**config.mk**
```make
export PLATFORM = sky130hd
export DESIGN_NAME = mem_wb_retire
export DESIGN_NICKNAME = d
export VERILOG_FILES = /design/src/rtl/mem_wb_retire.sv
export SDC_FILE = /design/constraint.sdc
export NUM_CORES = 1
export LEC_CHECK = 0
export CORE_UTILIZATION = 40
export CTS_CLUSTER_DIAMETER = 40
export DETAILED_ROUTE_END_ITERATION = 7
export GPL_TIMING_DRIVEN = 0
export PLACE_DENSITY = 0.77
export SYNTH_ARGS = -nofsm -noshare
export SYNTH_HDL_FRONTEND = slang
export SYNTH_SLANG_ARGS = --single-unit
```
**constraint.sdc**
```tcl
create_clock -name clk -period 1.5 [get_ports clk]
set_input_delay 0.15 -clock clk [delete_from_list [all_inputs] [get_ports clk]]
set_output_delay 0.15 -clock clk [all_outputs]
set_load 0.01 [all_outputs]
```
**src/rtl/mem_wb_retire.sv**
```systemverilog
// MEM/WB pipeline register with the architectural HI/LO pair, HI/LO bypass to EX
// and a retired-instruction counter.
module mem_wb_retire #(
    parameter int unsigned RETIRE_W = 32
) (
    input  logic                clk,
    input  logic                rst,
    input  logic                stall_mem,
    input  logic                stall_wb,
    input  logic                flush,
    input  logic                mem_valid,
    input  logic [4:0]          mem_wd,
    input  logic                mem_wreg,
    input  logic [31:0]         mem_wdata,
    input  logic [31:0]         mem_hi,
    input  logic [31:0]         mem_lo,
    input  logic                mem_whilo,
    output logic [4:0]          wb_wd,
    output logic                wb_wreg,
    output logic [31:0]         wb_wdata,
    output logic [31:0]         hi_o,
    output logic [31:0]         lo_o,
    output logic [31:0]         hilo_fwd_hi,
    output logic [31:0]         hilo_fwd_lo,
    output logic [RETIRE_W-1:0] retired_cnt
);

    localparam int unsigned ADDR_W = 5;
    localparam int unsigned DATA_W = 32;

    logic [ADDR_W-1:0]   wd_q,     wd_d;
    logic                wreg_q,   wreg_d;
    logic [DATA_W-1:0]   wdata_q,  wdata_d;
    logic [DATA_W-1:0]   whi_q,    whi_d;
    logic [DATA_W-1:0]   wlo_q,    wlo_d;
    logic                whilo_q,  whilo_d;
    logic                valid_q,  valid_d;
    logic [DATA_W-1:0]   hi_q,     hi_d;
    logic [DATA_W-1:0]   lo_q,     lo_d;
    logic [RETIRE_W-1:0] cnt_q,    cnt_d;
    logic                commit;

    // The instruction in WB leaves the stage (and retires) on this edge.
    assign commit = valid_q & ~stall_wb & ~flush;

    always_comb begin
        wd_d    = wd_q;
        wreg_d  = wreg_q;
        wdata_d = wdata_q;
        whi_d   = whi_q;
        wlo_d   = wlo_q;
        whilo_d = whilo_q;
        valid_d = valid_q;
        hi_d    = hi_q;
        lo_d    = lo_q;
        cnt_d   = cnt_q;

        if (commit) begin
            cnt_d = cnt_q + RETIRE_W'(1);
            if (whilo_q) begin
                hi_d = whi_q;
                lo_d = wlo_q;
            end
        end

        // Bubble on flush or when MEM holds while WB drains; hold when both stall.
        if (flush || (stall_mem && !stall_wb)) begin
            wd_d    = '0;
            wreg_d  = 1'b0;
            wdata_d = '0;
            whi_d   = '0;
            wlo_d   = '0;
            whilo_d = 1'b0;
            valid_d = 1'b0;
        end else if (!stall_mem) begin
            wd_d    = mem_wd;
            wreg_d  = mem_wreg & mem_valid;
            wdata_d = mem_wdata;
            whi_d   = mem_hi;
            wlo_d   = mem_lo;
            whilo_d = mem_whilo & mem_valid;
            valid_d = mem_valid;
        end
    end

    always_ff @(posedge clk) begin
        if (rst) begin
            wd_q    <= '0;
            wreg_q  <= 1'b0;
            wdata_q <= '0;
            whi_q   <= '0;
            wlo_q   <= '0;
            whilo_q <= 1'b0;
            valid_q <= 1'b0;
            hi_q    <= '0;
            lo_q    <= '0;
            cnt_q   <= '0;
        end else begin
            wd_q    <= wd_d;
            wreg_q  <= wreg_d;
            wdata_q <= wdata_d;
            whi_q   <= whi_d;
            wlo_q   <= wlo_d;
            whilo_q <= whilo_d;
            valid_q <= valid_d;
            hi_q    <= hi_d;
            lo_q    <= lo_d;
            cnt_q   <= cnt_d;
        end
    end

    assign wb_wd       = wd_q;
    assign wb_wreg     = wreg_q;
    assign wb_wdata    = wdata_q;
    assign hi_o        = hi_q;
    assign lo_o        = lo_q;
    assign retired_cnt = cnt_q;

    // WB-stage HI/LO is younger than the architectural copy until it commits.
    assign hilo_fwd_hi = (valid_q & whilo_q) ? whi_q : hi_q;
    assign hilo_fwd_lo = (valid_q & whilo_q) ? wlo_q : lo_q;

endmodule

```
==> results of run 1 <==
kinds of logic (layout without fill, tap and decap cells):
kind of cell	Yosys count	in the layout
adder cells (fa/ha/maj)	1	1
buffers and inverters	57	440
AO/OA/AOI/OAI	73	73
other	0	1
flip-flops	200	200
XOR/XNOR	29	29
multiplexers	165	165
AND/OR/NAND/NOR	330	330
how the worst max path moves through the flow:
stage | slack (ns) | end | depth (start not counted)
global placement | -0.99 | hilo_fwd_lo[0] | 5
finish | -0.41 | hilo_fwd_lo[28] | 6
detailed placement | -0.99 | hilo_fwd_lo[0] | 5
global route | -0.47 | hilo_fwd_lo[24] | 6
CTS | -0.50 | hilo_fwd_lo[21] | 5
floorplan | -0.04 | retired_cnt[31] | 5
layout make-up:
cell class | count | area [µm²] | area share
Antenna cell | 1 | 2.50 | 0.000192
Buffer | 55 | 357 | 0.0273
Clock buffer | 17 | 425 | 0.0326
Clock inverter | 15 | 186 | 0.0143
Inverter | 2 | 7.51 | 0.000575
Multi-Input combinational cell | 598 | 4070 | 0.311
Sequential cell | 200 | 4050 | 0.310
Tap cell | 265 | 332 | 0.0254
Timing Repair Buffer | 351 | 3640 | 0.278
through the flow:
stage	instance area (µm²)	instances	power [mW]
after floorplan	8030	855	5.88
after global placement	11400	1424	6.30
after detailed placement	11400	1424	6.32
after CTS	12400	1478	11.0
after global routing	13100	1504	11.3
final	13100	1504	10.9
sequential cells by signal, indices dropped and copies added, names as in the netlist:
register / cells
wb_wd: 5
valid_q: 1
retired_cnt: 32
whi_q: 32
lo_o: 32
wb_wreg: 1
whilo_q: 1
hi_o: 32
wb_wdata: 32
wlo_q: 32
timing repair:
action,in CTS,in global routing
hold endpoints to repair,0,0
buffers inserted,20,22
hold buffers,0,0
setup endpoints to repair,297,264
pin swaps,10,7
cloned,2,3
resized for setup,442,172
power groups by stage:
stage          registers, mW  clock network (mW)  logic [mW]
2_1_floorplan           5.55                   0       0.325
3_3_place_gp            5.55                   0       0.758
3_5_place_dp            5.55                   0       0.766
4_1_cts                 5.42                4.83       0.776
5_1_grt                 5.43                5.06       0.836
6_report                5.42                4.74       0.776
layer usage:
layer / vias to the layer above / GRT usage
met4: 0 / 0.0991
met3: 50 / 0.0593
met2: 255 / 0.410
met5: - / 0
li1: 3614 / -
met1: 3511 / 0.274
critical path, cell delays in order, from the launching register on:
cell and delay, ns:
dfxtp_4 0.36, nand2_4 0.10, clkbuf_16 0.19, buf_12 0.12
buf_8 0.10, mux2_2 0.33, buf_6 0.12
cells in the final DEF, fill, tap and decap left out, types with 5 or more instances in the layout:
cell type and n:
xor2_1 26, dfxtp_2 14, dlymetal6s2s_1 40, nand4_1 15
and3_1 5, buf_4 21, a21oi_1 68, clkbuf_16 20
inv_6 5, clkdlybuf4s50_1 116, nand3_1 9, dlygate4sd2_1 84
nor2_1 137, mux2_4 56, mux2i_1 101, clkbuf_2 12
clkbuf_1 26, dfxtp_4 8, buf_6 79, nand2_1 139
dfxtp_1 178, buf_12 10, buf_2 10, mux2_2 8
==> summary.txt, run 1 <==
Power
  • Leakage: around 6.6 nW
  • Combinational power share: 0.071
  • Sw power: 2.59 mW
  • Sw Ratio: 0.236
  • Power share of the sequential group: 0.495
  • Power density over cell area: roughly 840 nW/µm²
  • Int Power: about 8.4 mW
  • Clock share of power: 0.434
  • Worst ir drop on vdd: ~0.00076 V

Floorplanning
  • Die area: 20600 µm²
  • Site row count: just over 50
  • Die Wd: around 140 µm
  • I/O pins: 307
  • Initial Util: 0.409
  • Die height: approximately 140 µm
  • Core area: a little under 20000 µm²

Setup path
  • Worst Path Max Fanout: 6
  • R2R Setup Slk: -0.28 ns
  • Critical Path End Type: primary output
  • CP Launch Point: valid_q
  • R2r endpoint: hi_o[19]
  • Critical path class: reg2out
  • Critical Path Start Type: flip-flop
  • Worst Reg-to-Reg Cells: 5
  • Worst Path Required: around 1.4 ns
  • R2R Path Start: valid_q
  • Critical Path AT: roughly 1.8 ns

Logic synthesis
  • Synth Area in Compound Gates: 0.0463
  • Post-synthesis mux area share: 0.217
  • Mapped Area: approximately 8000 µm²
  • Xor/xnor share of the synthesized area: 0.0318
  • Syn Inst Count: between 800 and 900
  • Sequential-to-total area share from yosys stat: 0.501
  • Yosys top cell area share: 0.501
  • Post-synth EDFFs: 0
  • Mean Syn Cell Area: between 9 and 10 µm²
  • Count leader, synth: dfxtp_1
  • Post-synth top cells: dfxtp_1, nand2_1, nor2_1, mux2i_1, a21oi_1
  • Synth cell types: 31
  • Cell taking the most area after synthesis: dfxtp_1
  • Flip-flop and latch count after synthesis: 200
  • Synth top area cells: dfxtp_1, mux2i_1, mux2_2, nand2_1, nor2_1
  • Ys Warns: 0
  • Ys async rst share: 0
  • Adder-cell share of the synthesized area: 0.00157
  • Simple-gate share of the synthesized area: 0.174
  • Syn nets: about 970
  • Main synth FF type: dfxtp_1
  • Largest family of logic cells by synthesized area: multiplexers

Clock tree
  • Clock Path Buffers: 2
  • CTS tree: yes
  • Clock Latency Late Sink: around 0.43 ns
  • Htree depth: 4
  • Cts bufs inserted: 17
  • Clock Sinks: 200
  • Clock slew at reported path FFs: around 0.080 ns
  • Root Buffer: clkbuf_16

Global route
  • Overflow after GRT: 0
  • Vias in the first global route: between 6000 and 7000
  • Largest net degree at the start of global routing: 20
  • First-pass GRT wire length: roughly 37 mm
  • Antenna violations before repair: 1
  • Total global-route track usage: 0.236

Routing
  • Drt pass-1 iters: 5
  • Routed wl met2: 12.6 mm
  • Final antenna-violating net count: 0
  • Initial DRC Count: just over 300
  • WL/cell: ~17 µm
  • DR vias: between 7000 and 8000
  • # DRC: 0
  • DR WL met3: approximately 1.6 mm
  • Max layer used: met4
  • Wl on met1: around 10 mm
  • Vias/cell: between 4 and 5
  • Final WL: roughly 25 mm

STA
  • Final hold violations: 0
  • Final Cycle Share: 1.28
  • Setup-failing EPs final: roughly 150
  • Final Skew: about 0.011 ns
  • Post-layout minimum cycle time: between 1.5 and 2 ns
  • FMAX: around 520 MHz
  • Setup TNS: -40.20 ns
  • Setup WS post-layout: -0.413 ns
  • Worst hold margin: around 0.32 ns
  • Max Slew Vio Count: 0
  • Slew @ Worst Pin: ~0.77 ns
  • Max_slew headroom: 0.488
  • RSZ-0062 raised after global routing: true

Min path
  • Hold WC Path Type: in2reg
  • Hold Crit Depth: 3
  • Hold path endpoint: wlo_q[13]
  • Hold_sp: mem_lo[13]

Placement
  • Port bufs: a little over 300
  • Worst slack at placement: -0.990 ns
  • Routability cong.: between 0.7 and 0.8
  • Dpl hpwl: 16.9 mm

Cells and area
  • Area Overhead vs Synth: 63.5%
  • Fillcell total: 1576
  • Layout cells sized above 1: 0.221
  • Final nets: between 1000 and 1500
  • Final Core Density: 0.669

Status
  • Violated checks: negative setup slack
  • Status: finished, violations left

Run
  • Max-cap violations: 0
Power figures use the tool's default switching activity.
==> run 2, diff against run 1 <==
==> constraint.sdc (replaced) <==
create_clock -name clk -period 1.6 [get_ports clk]
set_input_delay 0.16 -clock clk [delete_from_list [all_inputs] [get_ports clk]]
set_output_delay 0.16 -clock clk [all_outputs]
set_load 0.01 [all_outputs]
==> run 2 against run 1 <==
Effect of this change:
- the run still ends with negative setup slack left
- clock power shrank 8.6%
- global-route usage up 0.13 points
- flip-flop and latch count is the same
- worst setup slack better by 0.13 ns
- highest routed layer unchanged
- sequential share of layout area is 0.14 points higher
- clock-buffer cell count is 2 higher
- cell count shrank 0.93%
- worst hold slack better by 0.013 ns
- final area shrank 0.95%
- first-iteration DRC count fell by 20%
- power down 7.1%
==> summary.txt, run 2 (synthesized netlist as in run 1, its figures left out) <==
Floorplanning
  • Core area: 19500 µm² (unchanged)
  • Die height: 143 µm (unchanged)
  • I/O pins: 307 (unchanged)
  • Die area: 20600 µm² (unchanged)
  • Initial Util: 0.409 (unchanged)
  • Die Wd: 143 µm (unchanged)
  • Site row count: 51 (unchanged)

Setup path
  • Worst Reg-to-Reg Cells: 9 (was 5)
  • CP delay by family, top: buffers and inverters (unchanged)
  • Worst path bufs/invs: 4 (unchanged)
  • Critical Path End Type: primary output (unchanged)
  • Worst Path Required: 1.44 ns (was 1.35 ns)
  • Slowest cell on the critical path: dfxtp_2 (was dfxtp_4)
  • R2R Path Start: valid_q (unchanged)
  • R2R Setup Slk: -0.18 ns (was -0.28 ns)
  • Total stage count of the critical path: 6 (unchanged)
  • Critical Path Start Type: flip-flop (unchanged)
  • Critical path class: reg2out (unchanged)
  • R2r endpoint: retired_cnt[22] (was hi_o[19])
  • Critical Path AT: 1.72 ns (was 1.76 ns)
  • Max incr delay on CP: 0.35 ns (was 0.36 ns)
  • Crit path cell chain: nand2_4, clkbuf_16, buf_12, buf_16, mux2_4, buf_6 (was nand2_4, clkbuf_16, buf_12, buf_8, mux2_2, buf_6)
  • Worst Path Max Fanout: 6 (unchanged)

Routing
  • # DRC: 0 (unchanged)
  • DR vias: 7298 (was 7430)
  • Final antenna-violating net count: 0 (unchanged)
  • Initial DRC Count: 246 (was 308)
  • Vias/cell: 4.90 (was 4.94)
  • Final WL: 24.7 mm (was 25.3 mm)
  • WL/cell: 16.6 µm (was 16.8 µm)
  • Drt pass-1 iters: 6 (was 5)

Cells and area
  • Final Core Density: 0.663 (was 0.669)
  • Final nets: 1323 (was 1335)
  • Layout Cells excl Fill: 1490 (was 1504)
  • Commonest cells after routing, fill and taps aside: clkdlybuf4s50_1, dfxtp_1, nand2_1 (was dfxtp_1, nand2_1, nor2_1)
  • Layout cells sized above 1: 0.217 (was 0.221)
  • Most common cell after layout, fill and taps aside: clkdlybuf4s50_1 (was dfxtp_1)
  • Area Overhead vs Synth: 61.9% (was 63.5%)

Placement
  • Port bufs: 304 (unchanged)
  • Routability cong.: 0.836 (was 0.799)
  • DP Cell Count: 1424 (unchanged)
  • Dpl hpwl: 17.0 mm (was 16.9 mm)
  • Worst slack at placement: -0.882 ns (was -0.990 ns)

Status
  • Status: finished, violations left (unchanged)
  • Violated checks: negative setup slack (unchanged)

STA
  • Max Slew Vio Count: 0 (unchanged)
  • Final hold violations: 0 (unchanged)
  • FMAX: around 530 MHz
  • Max_slew headroom: 0.497 (was 0.488)
  • Setup WS post-layout: -0.281 ns (was -0.413 ns)
  • Final Skew: 0.0103 ns (was 0.0109 ns)
  • Setup-failing EPs final: 90 (was 152)
  • Post-layout minimum cycle time: 1.88 ns
  • Setup TNS: -15.02 ns (was -40.20 ns)
  • Slew @ Worst Pin: 0.755 ns (was 0.767 ns)
  • RSZ-0062 raised after global routing: true (unchanged)
  • Final Cycle Share: 1.18

Clock tree
  • Clock slew at reported path FFs: 0.07 ns (was 0.08 ns)
  • Clock Latency Late Sink: 0.43 ns (about the same)
  • Post-CTS Hold Buffers: 0 (unchanged)
  • Cts bufs inserted: 17 (unchanged)
  • Root Buffer: clkbuf_16 (unchanged)
  • CTS tree: yes (unchanged)
  • Clock Sinks: 200 (unchanged)
  • Clock Path Buffers: 2 (unchanged)
  • Htree depth: 4 (unchanged)

Global route
  • First-pass GRT wire length: 37.5 mm (was 37.1 mm)
  • Vias in the first global route: 7194 (was 6997)
  • Overflow after GRT: 0 (unchanged)
  • Largest net degree at the start of global routing: 17 (was 20)
  • Antenna violations before repair: 1 (unchanged)
  • Total global-route track usage: 0.237 (was 0.236)

Power
  • Leakage: 5.44 nW (was 6.56 nW)
  • Power density over cell area: 785 nW/µm² (was 837 nW/µm²)
  • Worst ir drop on vdd: 0.000704 V (was 0.000762 V)
  • Tot Pwr: 10.2 mW (was 10.9 mW)

Min path
  • Hold path endpoint: wlo_q[10] (was wlo_q[13])
  • Hold_sp: mem_lo[10] (was mem_lo[13])
  • Hold Crit Depth: 3 (unchanged)
  • Hold WC Path Type: in2reg (unchanged)

Run
  • Max-cap violations: 0 (unchanged)
run 2: repair_timing:
item / in CTS / in global routing
pin swaps: 12 / 15
endpoints found under the setup margin: 209 / 176
gates resized for setup: 428 / 79
buffers inserted: 31 / 1
gates cloned: 5 / 0
run 2: final cells by class:
cell class                      instances  area [µm²]
Antenna cell                            1        2.50
Buffer                                 54         359
Clock buffer                           19         433
Clock inverter                         11         148
Fill cell                            1539        6580
Inverter                                2        7.51
Multi-Input combinational cell        598        4130
Sequential cell                       200        4030
Tap cell                              265         332
Timing Repair Buffer                  340        3500
run 2: worst max path at each step:
stage                              start         endpoint  slack (ns)
after floorplan           retired_cnt[5]  retired_cnt[31]       0.001
after global placement           valid_q   hilo_fwd_lo[0]       -0.90
after detailed placement         valid_q   hilo_fwd_lo[0]       -0.88
after CTS                        valid_q  hilo_fwd_hi[21]       -0.35
after global routing             whilo_q  hilo_fwd_lo[18]       -0.33
final                            whilo_q  hilo_fwd_lo[18]       -0.28
run 2: per-layer routing:
layer  part of all wire  vias to the layer above  routed length [µm]  GRT usage
li1                   -                     3575                   -          -
met1               0.42                     3433               10300      0.286
met2               0.49                      243               12200      0.404
met3              0.062                       47                1520     0.0563
met4              0.028                        0                 697     0.0952
met5                  0                        -                   0          0
run 2: worst register-to-register path, cell delays in order, from the launching register on:
cell and delay [ns]:
dfxtp_4 0.36, buf_4 0.10, buf_6 0.10, nand4bb_4 0.14
buf_6 0.15, nor4_4 0.30, buf_6 0.18, nand4_1 0.11
xor2_1 0.18, nor2_1 0.05
run 2: report_power, final:
| part | switching, mW | internal [mW] | total (mW) |
|---|---|---|---|
| combinational | 0.308 | 0.426 | 0.734 |
| sequential | 0.0491 | 5.04 | 5.09 |
| clock | 1.88 | 2.46 | 4.33 |
run 2: metrics by stage:
step / instance area [µm²] / hold WS (ns)
after floorplan: 8010 / 0.304
after global placement: 11400 / 0.448
after detailed placement: 11400 / 0.459
after CTS: 12700 / 0.321
after global routing: 12900 / 0.336
final: 12900 / 0.332
==> run 3, diff against run 2 <==
--- a/config.mk
+++ b/config.mk
@@ -5,6 +5,7 @@
 export SDC_FILE = /design/constraint.sdc
 export NUM_CORES = 1
 export LEC_CHECK = 0
+export CORE_MARGIN = 2
 export CORE_UTILIZATION = 40
 export CTS_CLUSTER_DIAMETER = 40
 export DETAILED_ROUTE_END_ITERATION = 7
==> run 3 against run 2 <==
Effect of this change:
- the run still ends with negative setup slack left
- routed wire length rose by 4.7%
- clock power rose by 9.2%
- power rose by 4.0%
- via count rose by 1.2%
- worst hold slack improved by 0.0017 ns
- combinational power barely moved
- die area rose by 2.8%
- non-clock buffer count rose by 8
- sequential share of layout area fell by 0.17 points
- first-iteration DRC count rose by 2.8%
- critical path depth did not move
- largest cell class unchanged
==> summary.txt, run 3 (synthesized netlist as in run 1, its figures left out) <==
Status
  • Status: finished, violations left (unchanged)
  • Violated checks: negative setup slack (unchanged)

Floorplanning
  • Die area: 21100 µm² (was 20600 µm²)
  • Site row count: 51 (unchanged)
  • Die Wd: 145 µm (was 143 µm)
  • Initial Util: 0.409 (unchanged)
  • I/O pins: 307 (unchanged)
  • Core area: 19500 µm² (unchanged)
  • Die height: 145 µm (was 143 µm)

STA
  • Worst hold margin: 0.334 ns (was 0.332 ns)
  • Final Cycle Share: 1.21 (was 1.18)
  • FMAX: 516 MHz (was 532 MHz)
  • Post-layout minimum cycle time: 1.94 ns (was 1.88 ns)
  • Max_slew headroom: 0.515 (was 0.497)
  • Setup WS post-layout: -0.337 ns (was -0.281 ns)
  • Slew @ Worst Pin: 0.728 ns (was 0.755 ns)
  • Max Slew Vio Count: 0 (unchanged)
  • RSZ-0062 raised after global routing: true (unchanged)
  • Final hold violations: 0 (unchanged)
  • Final Skew: 0.00773 ns (was 0.0103 ns)
  • Setup-failing EPs final: 78 (was 90)

Clock tree
  • Post-CTS Hold Buffers: 0 (unchanged)
  • CTS tree: yes (unchanged)
  • Root Buffer: clkbuf_16 (unchanged)
  • Cts bufs inserted: 17 (unchanged)
  • Clock Path Buffers: 2 (unchanged)
  • Clock Sinks: 200 (unchanged)
  • Clock Latency Late Sink: 0.42 ns (was 0.43 ns)
  • Htree depth: 4 (unchanged)
  • Clock slew at reported path FFs: 0.08 ns (was 0.07 ns)

Power
  • Leakage: 5.46 nW (was 5.44 nW)
  • Power density over cell area: 810 nW/µm² (was 785 nW/µm²)
  • Tot Pwr: 10.6 mW (was 10.2 mW)
  • Worst ir drop on vdd: 0.000713 V (was 0.000704 V)

Routing
  • DR vias: 7388 (was 7298)
  • Initial DRC Count: 253 (was 246)
  • WL/cell: 17.3 µm (was 16.6 µm)
  • Drt pass-1 iters: 4 (was 6)
  • Final WL: 25.9 mm (was 24.7 mm)
  • Final antenna-violating net count: 0 (unchanged)
  • Vias/cell: 4.93 (was 4.90)
  • # DRC: 0 (unchanged)

Cells and area
  • Final nets: 1331 (was 1323)
  • Commonest cells after routing, fill and taps aside: clkdlybuf4s50_1, dfxtp_1, nand2_1 (unchanged)
  • Area Overhead vs Synth: 63.1% (was 61.9%)
  • Most common cell after layout, fill and taps aside: clkdlybuf4s50_1 (unchanged)
  • Combined area of the multi-input logic cells: 4060 µm² (was 4130 µm²)
  • Reg area: 4040 µm² (was 4030 µm²)
  • Layout cells sized above 1: 0.210 (was 0.217)
  • Fillcell total: 1560 (was 1539)
  • Layout Cells excl Fill: 1500 (was 1490)
  • Final Cell Area: 13000 µm² (was 12900 µm²)

Setup path
  • Critical Path End Type: primary output (unchanged)
  • Critical path class: reg2out (unchanged)
  • Worst Path Required: 1.44 ns (about the same)
  • Critical Path AT: 1.78 ns (was 1.72 ns)
  • Worst Path Max Fanout: 8 (was 6)
  • Critical Path Start Type: flip-flop (unchanged)

Placement
  • Port bufs: 304 (unchanged)
  • DP Cell Count: 1424 (unchanged)
  • Placed cell areas: 11400 µm² (unchanged)
  • Dpl hpwl: 17.6 mm (was 17.0 mm)
  • Routability cong.: 0.795 (was 0.836)
  • Worst slack at placement: -0.941 ns (was -0.882 ns)

Run
  • Max-cap violations: 0 (unchanged)

Global route
  • Total global-route track usage: 0.224 (was 0.237)
  • Vias in the first global route: 7005 (was 7194)
  • Overflow after GRT: 0 (unchanged)
  • Antenna violations before repair: 2 (was 1)
  • Largest net degree at the start of global routing: 18 (was 17)
  • First-pass GRT wire length: 38.1 mm (was 37.5 mm)

Min path
  • Hold WC Path Type: in2reg (unchanged)
## run 3: what timing repair did
item,in CTS,in global routing
gates resized for setup,281,206
pin swaps,7,5
gates cloned,2,4
setup buffers,13,25
endpoints found under the setup margin,204,171
## run 3: stage by stage
step                      setup TNS [ns]  utilization
after floorplan                        0            -
after global placement           -143.23        0.583
after detailed placement         -150.15        0.583
after CTS                         -38.93        0.635
after global routing              -21.15        0.668
final                             -16.48        0.668
## run 3: worst max-delay path, stage by stage (launching register included)
cell       delay [ns]
dfxtp_4          0.37
nand2_8          0.07
clkbuf_16        0.20
clkbuf_16        0.17
buf_6            0.12
mux2_4           0.30
buf_6            0.12
## run 3: metal layers
metal  vias to the layer above  wire length [µm]  track usage
met5                         -                13            0
met4                         2               495       0.0657
met3                        33              1500       0.0614
met2                       221             12900        0.382
met1                      3534             11000        0.279
li1                       3598                 -            -
## run 3: power by group
group	switching, mW	total, mW	internal [mW]
clock	1.96	4.73	2.78
combinational	0.311	0.737	0.425
sequential	0.0520	5.09	5.04
total	2.32	10.6	8.24
## run 3: layout make-up
class,instances,area share
flip-flops and latches,200,0.310
clock inverters,12,0.0141
diodes,1,0.000192
inverters,2,0.000576
repair buffers,347,0.276
multi-input cells,598,0.311
plain buffers,55,0.0271
clock buffers,20,0.0358
well taps,265,0.0254
## run 3: path summary, 6_finish.rpt
kind | slack (ns) | startpoint | end | cells after the start
setup / recovery | -0.34 | whilo_q | hilo_fwd_hi[3] | 6
hold / removal | 0.33 | mem_wdata[24] | wb_wdata[24] | 3
setup reg to reg | -0.13 | valid_q | retired_cnt[20] | 7
hold reg to reg | 0.47 | whi_q[28] | hi_o[28] | 2
